===== src/rtl/regfile_wb_arbiter.sv =====
// Round-robin writeback arbiter: grants up to two non-conflicting writes per cycle onto register-file ports 3/4.
// Latency: grant (req_ready) is combinational; we/wa/wd appear one cycle later.
// Backpressure: a valid requester that is not granted holds until its req_ready; r15 writes are acked and dropped.
module regfile_wb_arbiter #(
    parameter int NREQ = 4,
    parameter int CNTW = 16
) (
    input  logic                 clk,
    input  logic                 reset_n,
    input  logic [NREQ-1:0]      req_valid,
    input  logic [4*NREQ-1:0]    req_addr,
    input  logic [32*NREQ-1:0]   req_data,
    output logic [NREQ-1:0]      req_ready,
    output logic                 we3,
    output logic [3:0]           wa3,
    output logic [31:0]          wd3,
    output logic                 we4,
    output logic [3:0]           wa4,
    output logic [31:0]          wd4,
    output logic                 err_r15,
    input  logic                 clr_err,
    output logic [CNTW-1:0]      wr_count
);

    localparam int IDXW = (NREQ > 1) ? $clog2(NREQ) : 1;
    localparam logic [IDXW:0] NREQ_L = NREQ[IDXW:0];

    logic [3:0]      addr_a [NREQ];
    logic [31:0]     data_a [NREQ];

    logic [IDXW-1:0] ptr_q, ptr_d;
    logic            we3_q, we3_d, we4_q, we4_d;
    logic [3:0]      wa3_q, wa3_d, wa4_q, wa4_d;
    logic [31:0]     wd3_q, wd3_d, wd4_q, wd4_d;
    logic            err_q, err_d;
    logic [CNTW-1:0] cnt_q, cnt_d;

    logic            g1_vld, g2_vld;
    logic [IDXW-1:0] g1_idx, g2_idx;
    logic [3:0]      g1_addr, g2_addr;

    always_comb begin
        for (int i = 0; i < NREQ; i++) begin
            addr_a[i] = req_addr[4*i +: 4];
            data_a[i] = req_data[32*i +: 32];
        end
    end

    // Scan from ptr; the second grant must target a different register than the first.
    always_comb begin
        logic [IDXW:0]   idx_sum;
        logic [IDXW-1:0] idx;
        g1_vld  = 1'b0;
        g2_vld  = 1'b0;
        g1_idx  = '0;
        g2_idx  = '0;
        g1_addr = '0;
        g2_addr = '0;
        idx_sum = '0;
        idx     = '0;
        for (int k = 0; k < NREQ; k++) begin
            idx_sum = {1'b0, ptr_q} + k[IDXW:0];
            if (idx_sum >= NREQ_L) begin
                idx_sum = idx_sum - NREQ_L;
            end
            idx = idx_sum[IDXW-1:0];
            if (req_valid[idx]) begin
                if (!g1_vld) begin
                    g1_vld  = 1'b1;
                    g1_idx  = idx;
                    g1_addr = addr_a[idx];
                end else if (!g2_vld && (addr_a[idx] != g1_addr)) begin
                    g2_vld  = 1'b1;
                    g2_idx  = idx;
                    g2_addr = addr_a[idx];
                end
            end
        end
    end

    always_comb begin
        req_ready = '0;
        if (g1_vld) req_ready[g1_idx] = 1'b1;
        if (g2_vld) req_ready[g2_idx] = 1'b1;
    end

    always_comb begin
        logic [IDXW-1:0] last;
        logic [IDXW:0]   nxt;
        logic            wr3, wr4, drop;
        last = g2_vld ? g2_idx : g1_idx;
        nxt  = {1'b0, last} + {{IDXW{1'b0}}, 1'b1};
        if (nxt >= NREQ_L) begin
            nxt = '0;
        end
        ptr_d = g1_vld ? nxt[IDXW-1:0] : ptr_q;

        wr3  = g1_vld && (g1_addr != 4'hF);
        wr4  = g2_vld && (g2_addr != 4'hF);
        drop = (g1_vld && (g1_addr == 4'hF)) || (g2_vld && (g2_addr == 4'hF));

        we3_d = wr3;
        we4_d = wr4;
        // Address/data hold their last written value on idle or dropped slots.
        wa3_d = wr3 ? g1_addr : wa3_q;
        wd3_d = wr3 ? data_a[g1_idx] : wd3_q;
        wa4_d = wr4 ? g2_addr : wa4_q;
        wd4_d = wr4 ? data_a[g2_idx] : wd4_q;

        if (drop)         err_d = 1'b1;
        else if (clr_err) err_d = 1'b0;
        else              err_d = err_q;

        cnt_d = cnt_q + {{(CNTW-1){1'b0}}, wr3} + {{(CNTW-1){1'b0}}, wr4};
    end

    always_ff @(posedge clk or negedge reset_n) begin
        if (!reset_n) begin
            ptr_q <= '0;
            we3_q <= 1'b0;
            we4_q <= 1'b0;
            wa3_q <= '0;
            wa4_q <= '0;
            wd3_q <= '0;
            wd4_q <= '0;
            err_q <= 1'b0;
            cnt_q <= '0;
        end else begin
            ptr_q <= ptr_d;
            we3_q <= we3_d;
            we4_q <= we4_d;
            wa3_q <= wa3_d;
            wa4_q <= wa4_d;
            wd3_q <= wd3_d;
            wd4_q <= wd4_d;
            err_q <= err_d;
            cnt_q <= cnt_d;
        end
    end

    assign we3      = we3_q;
    assign wa3      = wa3_q;
    assign wd3      = wd3_q;
    assign we4      = we4_q;
    assign wa4      = wa4_q;
    assign wd4      = wd4_q;
    assign err_r15  = err_q;
    assign wr_count = cnt_q;

endmodule


===== config.mk =====
export PLATFORM = sky130hd
export DESIGN_NAME = regfile_wb_arbiter
export DESIGN_NICKNAME = d
export VERILOG_FILES = /design/src/rtl/regfile_wb_arbiter.sv
export SDC_FILE = /design/constraint.sdc
export NUM_CORES = 1
export LEC_CHECK = 0
export ABC_AREA = 1
export CAP_MARGIN = 20
export CORE_MARGIN = 2
export CORE_UTILIZATION = 47
export CTS_BUF_LIST = sky130_fd_sc_hd__clkbuf_16
export CTS_CLUSTER_DIAMETER = 80
export CTS_CLUSTER_SIZE = 28
export DETAILED_ROUTE_END_ITERATION = 6
export PLACE_DENSITY = 0.82
export SLEW_MARGIN = 40
export SYNTH_ARGS = -nofsm -noshare
export SYNTH_HDL_FRONTEND = slang
export SYNTH_SLANG_ARGS = --single-unit
export TNS_END_PERCENT = 100

===== constraint.sdc =====
create_clock -name clk -period 5.15 [get_ports clk]
set_clock_uncertainty 0.2 [all_clocks]
set_input_delay 0.7725 -clock clk [delete_from_list [all_inputs] [get_ports clk]]
set_output_delay 0.7725 -clock clk [all_outputs]
set_load 0.02 [all_outputs]

Yosys cells after proc, flatten, opt, wreduce, memory -nomap -nowiden:

Cells that the tools add are included.

* bits in registers: 93

* equality and inequality tests: 7
* bitwise logic cells: 7
* $lt $le $gt $ge: 19
* reductions and logical operators: 12
* $add $sub $neg: 10
* muxes and demuxes: 85

Operators by type and width (count)
* $bmux 32 s2: 2
* $mux 32: 4
* $mux 4: 26
* $mux 2: 22
* $add 16x1->16: 2
* $bmux 4 s2: 4
* $ge 3x3->1 const B: 10
* $mux 1: 21
* $lt 2x3->1 const B: 6
* $not 2->3: 6
* $ne 4x4->1: 3
* $bmux 1 s2: 4
* $eq 4x4->1 const B: 2
* $logic_and 1x1->1: 8
* $ne 4x4->1 const B: 2
* $sub 2x1->2 const B: 4
* $add 2x1->3 const B: 2
* $add 2x2->3 const B: 2
* $demux 1 s2: 2
* $ge 2x1->1 const B: 2
* $or 4x4->4: 1
* $ge 2x3->1 const B: 1
* $logic_not 1->1: 2
* $reduce_bool 2->1: 1
* $logic_or 1x1->1: 1

Depth between registers and ports, before layout:

Gate-level depths: netlist of run 1.

* depth after elaboration: 27
* depth in mapped cells: 33
* mapped depth without buffers: 30

Worst setup path before layout of run 1:

No wires, ideal clock.

* path kind: in2reg
* start: in req_valid[3]
* end: reg cnt_q[14], in the netlist wr_count[14]
* cell stages on the path: 26
* setup time: 80 ps
* slack: 662 ps
* data required time: 4870 ps
* arrival: 4208 ps
* cells stage by stage: inv_1 -> nand2_1 -> nand3_2 -> nand2_4 -> nor2_4 -> inv_2 -> nor2_1 -> inv_1 -> nor2_2 -> a21oi_1 -> nand4_1 -> inv_1 -> nor2_1 -> clkinv_1 -> buf_2 -> fa_1 -> inv_1 -> ha_1 -> nand3_1 -> nor3_1 -> inv_1 -> nor3_1 -> and3_1 -> nand3_1 -> nor2_1 -> xor2_1

* longest elaborated chain between the ends: 20
* elaborated cells between the ends (all ways): 50
* those cells by class: 2 x add/sub; 5 x eq/ne; 37 x mux; 6 x reduce/logical

Ends and longest elaborated chain
* from (decl): line 10 `input logic [NREQ-1:0] req_valid,`
* $bmux 1 s2: line 67 `if (req_valid[idx]) begin`
* $mux 1 (not written as such): line 67
* $mux 4: line 67
* $ne 4x4->1: line 72 `end else if (!g2_vld && (addr_a[idx] != g1_addr)) begin`
* $mux 1: line 72
* $mux 1: line 68 `if (!g1_vld) begin`
* $mux 1: line 67
* $logic_not 1->1: line 72
* [... 5 more ...]
* $logic_and 1x1->1: line 72
* $mux 4: line 72
* $mux 4: line 68
* $mux 4: line 67
* $ne 4x4->1: line 99 `wr4 = g2_vld && (g2_addr != 4'hF);`
* $logic_and 1x1->1: line 99
* $add 16x1->16 *: line 114 `cnt_d = cnt_q + {{(CNTW-1){1'b0}}, wr3} + {{(CNTW-1){1'b0}}, wr4};`
* named net cnt_d[14]: line 36 `logic [CNTW-1:0] cnt_q, cnt_d;`
* to (signal assigned): line 137 `cnt_q <= cnt_d;`
* to (decl): line 36

Mark *: on every way through the listed nets, which the timed path passes. The rest lies on a longest branch. The select of a mux whose other input is x is not followed.
A chain may end at the register's enable or synchronous reset.

Final worst setup path of run 1:

* start: in req_valid[3]
* end: out req_ready[2]

* longest elaborated chain between the ends: 23
* elaborated cells between the ends (all ways): 62
* those cells by class: 4 x order compare; 3 x eq/ne; 48 x mux; 1 x bitwise; 6 x reduce/logical

Ends and longest elaborated chain
* $bmux 1 s2: line 67
* $mux 1 (not written as such): line 67
* $mux 4: line 67
* $ne 4x4->1: line 72
* $mux 1: line 72
* $mux 1: line 68
* $mux 1: line 67
* $logic_not 1->1: line 72
* [... 7 more ...]
* $mux 2: line 68
* $mux 2: line 67
* $lt 2x3->1 (not written as such) / $ge 2x1->1 (equally long branches): line 84 `if (g2_vld) req_ready[g2_idx] = 1'b1;`
* $logic_and 1x1->1 (not written as such): line 84
* $mux 1 (not written as such): line 84
* $demux 1 s2: line 84
* $or 4x4->4 (no line)
* $mux 4 *: line 84
* to (decl): line 13 `output logic [NREQ-1:0] req_ready,`

Mark *: on every way between the ends. The rest lies on a longest branch, timed or not. The select of a mux whose other input is x is not followed.

==> results_dict.tcl, run 1 <==
set metrics [dict create \
    status "complete, no violations" \
    crit_buf_inv 5 \
    min_path_type "input port to asynchronous set/reset pin" \
    r2r_slack_ps 560 \
    wl_per_cell_um 16.4 \
    grt_usage 0.318 \
    critPathTopFamily "simple AND/OR/NAND/NOR gates" \
    die-width_um 129 \
    die_h_um 129 \
    multi_input_area_um2 4010 \
    drtAntennaViolNets 0 \
    vias 8533 \
    cp-end-kind "primary output" \
    drive_gt1_frac 0.0707 \
    ys_dominant_reg_cell "dfrtp_1" \
    async_flop_share 1.00 \
    hold_buffers 0 \
    port_buffers 245 \
    r2r_end "wr_count[14]" \
    cts_sinks 93 \
    finalSetupTns_ps 0 \
    clk_pin_slew_worst_paths_ps 70 \
    ys_ff_latch 93 \
    crit_path_max_fanout 10 \
    area_growth_pct 40.7 \
    critPathSlowestCell "clkdlybuf4s50_1" \
    root_buffer "clkbuf_16" \
    path_common_cell "nand2_1" \
    pin_count 246 \
    fin_nets 1578 \
    slew_headroom 0.519 \
    rows 45 \
    reg2regPathDepth 27 \
    h-tree-depth 3 \
    rsz0062_at_grt "no" \
    place.gp.congestion 0.944 \
    placed_area_um2 9920 \
    synth_top_area_frac 0.319 \
    finalInstanceArea_um2 10300 \
    seq_area_frac_synth 0.319 \
    cts_buffers 9 \
    cp.required_ps 4180 \
    fin_crit_sh 0.952 \
    maxCapViolations 0 \
    vias_per_cell 5.28 \
    clock_path_buffers 2 \
    worstPathArrival_ps 3930 \
    synth_area_per_cell_um2 6.11 \
    n_fill_cell 1336 \
    grt_start_max_net_pins 65 \
    core_um2 15200 \
    antenna_found_initial 0 \
    first_global_vias 7938 \
    r2r-start "ptr_q[0]" \
    setup_viol 0 \
    synth.distinct_cells 38 \
    finalHoldViolCount 0 \
    crit_cells 22 \
    worstSetupPathType "input port to primary output" \
    ys_top_cells_by_area "dfrtp_1 32%, nand2_1 28%, nand3_1 11%" \
    initial_core_util 0.480 \
    fmax_mhz 204 \
    crit_chain "clkdlybuf4s50_1 > inv_1 > nand2_1 > nand3_2 > nand2_8 > inv_4 > nand3_1 > nand2_1 > inv_2 > nand2_1 > nand2_1 > nand2_1 > nor2_1 > nand2_1 > nand2_1 > nor2_4 > nand2_1 > nand3_2 > nand2_2 > nand2_1 > o22ai_1 > clkdlybuf4s50_1" \
    grt_pass1_wl_um 41000 \
    max_stage_delay_ps 690 \
    dieArea_um2 16500 \
    cts_tree "yes" \
    drc_errors 0 \
    syn_inst 1194 \
    clock_latency_ps 360 \
    ff_latch_area_um2 2330 \
    synth_area_um2 7290 \
    synth.largest_area_cell "dfrtp_1" \
    drtIter0Drc 655 \
    slew_viol_final 0 \
    synth-warning-count 0 \
    min_period_ps 4900 \
    critPathLaunchType "input port" \
    synth-edff-count 0 \
    synth_nets 1348 \
    grt_overflow 0 \
    dr.pass1.iters 6 \
    hpwlAfterDp_um 19200 \
    n_antenna_cell 0 \
    tightest_slew_ps 722 \
    wl_um 26600 \
]
worst register-to-register path, delay by kind of cell (launching register included):
kind	cells	cell delay, ps
AND/OR/NAND/NOR	17	1930
buffers and inverters	5	610
AO/OA/AOI/OAI	2	590
adder cells (fa/ha/maj)	2	570
flip-flops	1	490
XOR/XNOR	1	140
cell usage after synthesis, types with 6 or more instances:
cell       count
nand3_1      165
dfrtp_1       93
nand2_1      538
o21ai_0       16
buf_4          8
nand3_2        7
xor2_1        13
inv_1        174
clkbuf_1      17
nand2_2       10
buf_6          6
o21ai_1       10
o2111ai_1     32
buf_2         26
nor2_1        26
placed cells by master, fill, tap and decap left out, drive strengths merged:
master / netlist / routed
nand2: 550 / 550
o221ai: 1 / 1
inv: 181 / 183
fa: 1 / 1
nor3: 5 / 5
o21a: 1 / 1
nand3: 172 / 172
o22ai: 4 / 4
nand4: 4 / 4
buf: 44 / 36
clkinvlp: 0 / 2
a21oi: 4 / 4
xor2: 13 / 13
clkinv: 1 / 4
o21ai: 28 / 28
dfrtp: 93 / 93
clkbuf: 17 / 9
dlymetal6s2s: 0 / 1
clkdlybuf4s50: 0 / 243
a31oi: 1 / 1
or2: 3 / 3
nor2: 32 / 32
ha: 2 / 2
o2111ai: 32 / 32
xnor2: 4 / 4
and3: 1 / 1
metal layers:
metal,up-vias,track usage,part of all wire
met5,-,0,0
met1,3883,0.404,0.40
met4,0,0.120,0.029
met2,426,0.543,0.48
li1,4167,-,-
met3,57,0.0565,0.089
per-stage QoR:
step / cells / setup slack (ps) / util / hold WS, ps
floorplan: 1194 / 662 / - / 277
global placement: 1599 / 153 / 0.653 / 253
detailed placement: 1599 / 15.1 / 0.653 / 264
CTS: 1615 / 170 / 0.671 / 279
global route: 1617 / 10.5 / 0.675 / 295
finish: 1617 / 247 / 0.675 / 257
kinds of logic after synthesis:
| logic type | Yosys count | synth area share |
|---|---|---|
| and+or+nand+nor | 767 | 0.442 |
| adders and majority gates | 3 | 0.00618 |
| buffers and inverters | 243 | 0.141 |
| DFF | 93 | 0.319 |
| AOI/OAI and AO/OA | 71 | 0.0714 |
| xor gates and xnor gates | 17 | 0.0204 |
worst max-delay path by stage:
stage / startpoint / to / slack, ps
2_1_floorplan: req_valid[3] / wr_count[14] / 660
3_3_place_gp: req_valid[3] / wr_count[14] / 150
3_5_place_dp: req_valid[3] / wr_count[14] / 20
4_1_cts: ptr_q[0] / req_ready[0] / 170
5_1_grt: req_valid[3] / wr_count[15] / 10
6_report: req_valid[3] / req_ready[2] / 250
state kept, by name, summed over array words and instances (netlist names):
register / flops
wd4: 32
wd3: 32
we4: 1
we3: 1
err_r15: 1
ptr_q: 2
wa4: 4
wa3: 4
wr_count: 16
repair_timing:
item                                    CTS  global route
endpoints found under the setup margin    0            10
resized for setup                         0             9
buffers inserted                          0             2
layout make-up:
cell class | instances | share of cell area
clock buffer | 9 | 0.0220
clock inverter | 7 | 0.00561
inverter | 182 | 0.0673
multi-input combinational | 858 | 0.391
sequential | 93 | 0.227
tap | 188 | 0.0229
timing repair buffer | 280 | 0.265
Power of run 1 is left out: the tool's default activity adds up to more than one toggle a clock period on the data nets, which glitch-free logic cannot reach.
==> run 2: changes to the inputs <==
--- a/config.mk
+++ b/config.mk
@@ -14,7 +14,6 @@
 export CTS_CLUSTER_SIZE = 28
 export DETAILED_ROUTE_END_ITERATION = 6
 export PLACE_DENSITY = 0.82
-export SLEW_MARGIN = 40
 export SYNTH_ARGS = -nofsm -noshare
 export SYNTH_HDL_FRONTEND = slang
 export SYNTH_SLANG_ARGS = --single-unit
==> results of run 2 <==
No change in the layout: final DEF, timing and power equal those of run 1.
Power of run 2 is left out for the same reason.
==> run 3: changes to the inputs <==
--- a/config.mk
+++ b/config.mk
@@ -7,13 +7,16 @@
 export LEC_CHECK = 0
 export ABC_AREA = 1
 export CAP_MARGIN = 20
+export CELL_PAD_IN_SITES_DETAIL_PLACEMENT = 0
+export CELL_PAD_IN_SITES_GLOBAL_PLACEMENT = 1
 export CORE_MARGIN = 2
-export CORE_UTILIZATION = 47
+export CORE_UTILIZATION = 31
 export CTS_BUF_LIST = sky130_fd_sc_hd__clkbuf_16
 export CTS_CLUSTER_DIAMETER = 80
 export CTS_CLUSTER_SIZE = 28
 export DETAILED_ROUTE_END_ITERATION = 6
-export PLACE_DENSITY = 0.82
+export HOLD_SLACK_MARGIN = 0.1
+export PLACE_DENSITY_LB_ADDON = 0.1
 export SYNTH_ARGS = -nofsm -noshare
 export SYNTH_HDL_FRONTEND = slang
 export SYNTH_SLANG_ARGS = --single-unit
==> results_dict.tcl, run 3 (synthesis results as in run 1) <==
set metrics [dict create \
    r2r_slack_ps 540 \
    r2r_end "wr_count[15]" \
    die_h_um 157 \
    critPathSlowestCell "clkdlybuf4s50_1" \
    min_path_type "register to register" \
    fmax_mhz 205 \
    core_um2 23300 \
    fin_nets 1579 \
    drtAntennaViolNets 0 \
    layout_common_cells "535 x nand2_1, 244 x clkdlybuf4s50_1, 174 x inv_1, 164 x nand3_1, 92 x dfrtp_1" \
    rows 56 \
    drive_gt1_frac 0.0700 \
    holdPathEnd "wr_count[15]" \
    wl_um 27300 \
    wl_per_cell_um 15.6 \
    clock_path_buffers 2 \
    r2r-start "ptr_q[0]" \
    root_buffer "clkbuf_16" \
    first_global_vias 7636 \
    crit_path_max_fanout 10 \
    initial_core_util 0.313 \
    vias_per_cell 4.63 \
    maxCapViolations 0 \
    mostFrequentLayoutCell "nand2_1" \
    n_fill_cell 2490 \
    drtIter0Drc 453 \
    vias 8091 \
    worstSetupPathType "input port to primary output" \
    cts_tree "yes" \
    cts_buffers 9 \
    crit_chain "clkdlybuf4s50_1 > inv_1 > nand2_1 > nand3_2 > nand2_4 > nand2_2 > xnor2_1 > nor2_1 > nand2_1 > nand3_2 > buf_4 > a31oi_1 > nand2_2 > o21ai_0 > clkdlybuf4s50_1" \
    grt_usage 0.218 \
    drc_errors 3 \
    clock_latency_ps 350 \
    dieArea_um2 24800 \
    ff_latch_area_um2 2330 \
    setup_viol 0 \
    reg2regPathDepth 28 \
    grt_start_max_net_pins 68 \
    hold_buffers 0 \
    cts_sinks 93 \
    whs_path_depth 1 \
    antenna_found_initial 1 \
    finalSetupTns_ps 0 \
    dr.pass1.iters 7 \
    max_stage_delay_ps 680 \
    whs_ps 276 \
    tightest_slew_ps 923 \
    cp-end-kind "primary output" \
    slew_viol_final 0 \
    port_buffers 245 \
    pin_count 246 \
    finalHoldViolCount 0 \
    fin_crit_sh 0.947 \
    cp.required_ps 4180 \
    multi_input_area_um2 4000 \
    worstHoldStart "wr_count[15]" \
    failed_checks "design-rule violations" \
    clk_pin_slew_worst_paths_ps 70 \
    status "complete, but fails checks" \
    worstPathArrival_ps 3900 \
    place.gp.congestion 0.863 \
    grt_overflow 0 \
    area_growth_pct 42.9 \
    slew_headroom 0.385 \
    critPathLaunchType "input port" \
    min_period_ps 4880 \
    die-width_um 157 \
    hpwlAfterDp_um 19200 \
    h-tree-depth 3 \
    grt_pass1_wl_um 42100 \
]
==> run 3: through the flow <==
| stage | util | std cells | setup slack [ps] | area (µm²) |
|---|---|---|---|---|
| 2_1_floorplan | - | 1194 | 662 | 7290 |
| 3_3_place_gp | 0.436 | 1733 | 82.1 | 10100 |
| 3_5_place_dp | 0.436 | 1733 | 60.6 | 10100 |
| 4_1_cts | 0.447 | 1748 | 287 | 10400 |
| 5_1_grt | 0.448 | 1748 | -22.5 | 10400 |
| 6_report | 0.448 | 1749 | 275 | 10400 |
==> run 3: area by class of cell <==
type	count	share of cell area
clock inverter	6	0.00384
inverter	182	0.0660
timing repair buffer	281	0.262
multi-input combinational	858	0.384
antenna	1	0.000240
clock buffer	9	0.0216
sequential	93	0.223
tap	319	0.0383
==> run 3: metal layers <==
layer,track usage,vias up,wire length [µm]
met1,0.296,3676,12900
met2,0.360,224,12500
met3,0.0363,21,1480
met4,0.0532,0,386
met5,0,-,0
li1,-,4170,-
==> run 3: worst max-delay path by stage <==
| stage | end | start |
|---|---|---|
| floorplan | wr_count[14] | req_valid[3] |
| global placement | wr_count[15] | req_addr[10] |
| detailed placement | wr_count[14] | req_valid[3] |
| CTS | req_ready[1] | req_valid[3] |
| global route | wr_count[14] | req_valid[3] |
| finish | req_ready[1] | req_valid[3] |
==> run 3: critical path, delay by kind of cell <==
family	cells	cell delay, ps
compound gates	2	570
buf+inv	4	1380
simple gates	8	1020
xor+xnor	1	160
==> run 3: timing repair <==
| item | CTS | global route |
|---|---|---|
| resized for setup | 0 | 4 |
| setup buffers | 0 | 0 |
| setup endpoints to repair | 0 | 5 |
Power of run 3 is left out for the same reason.
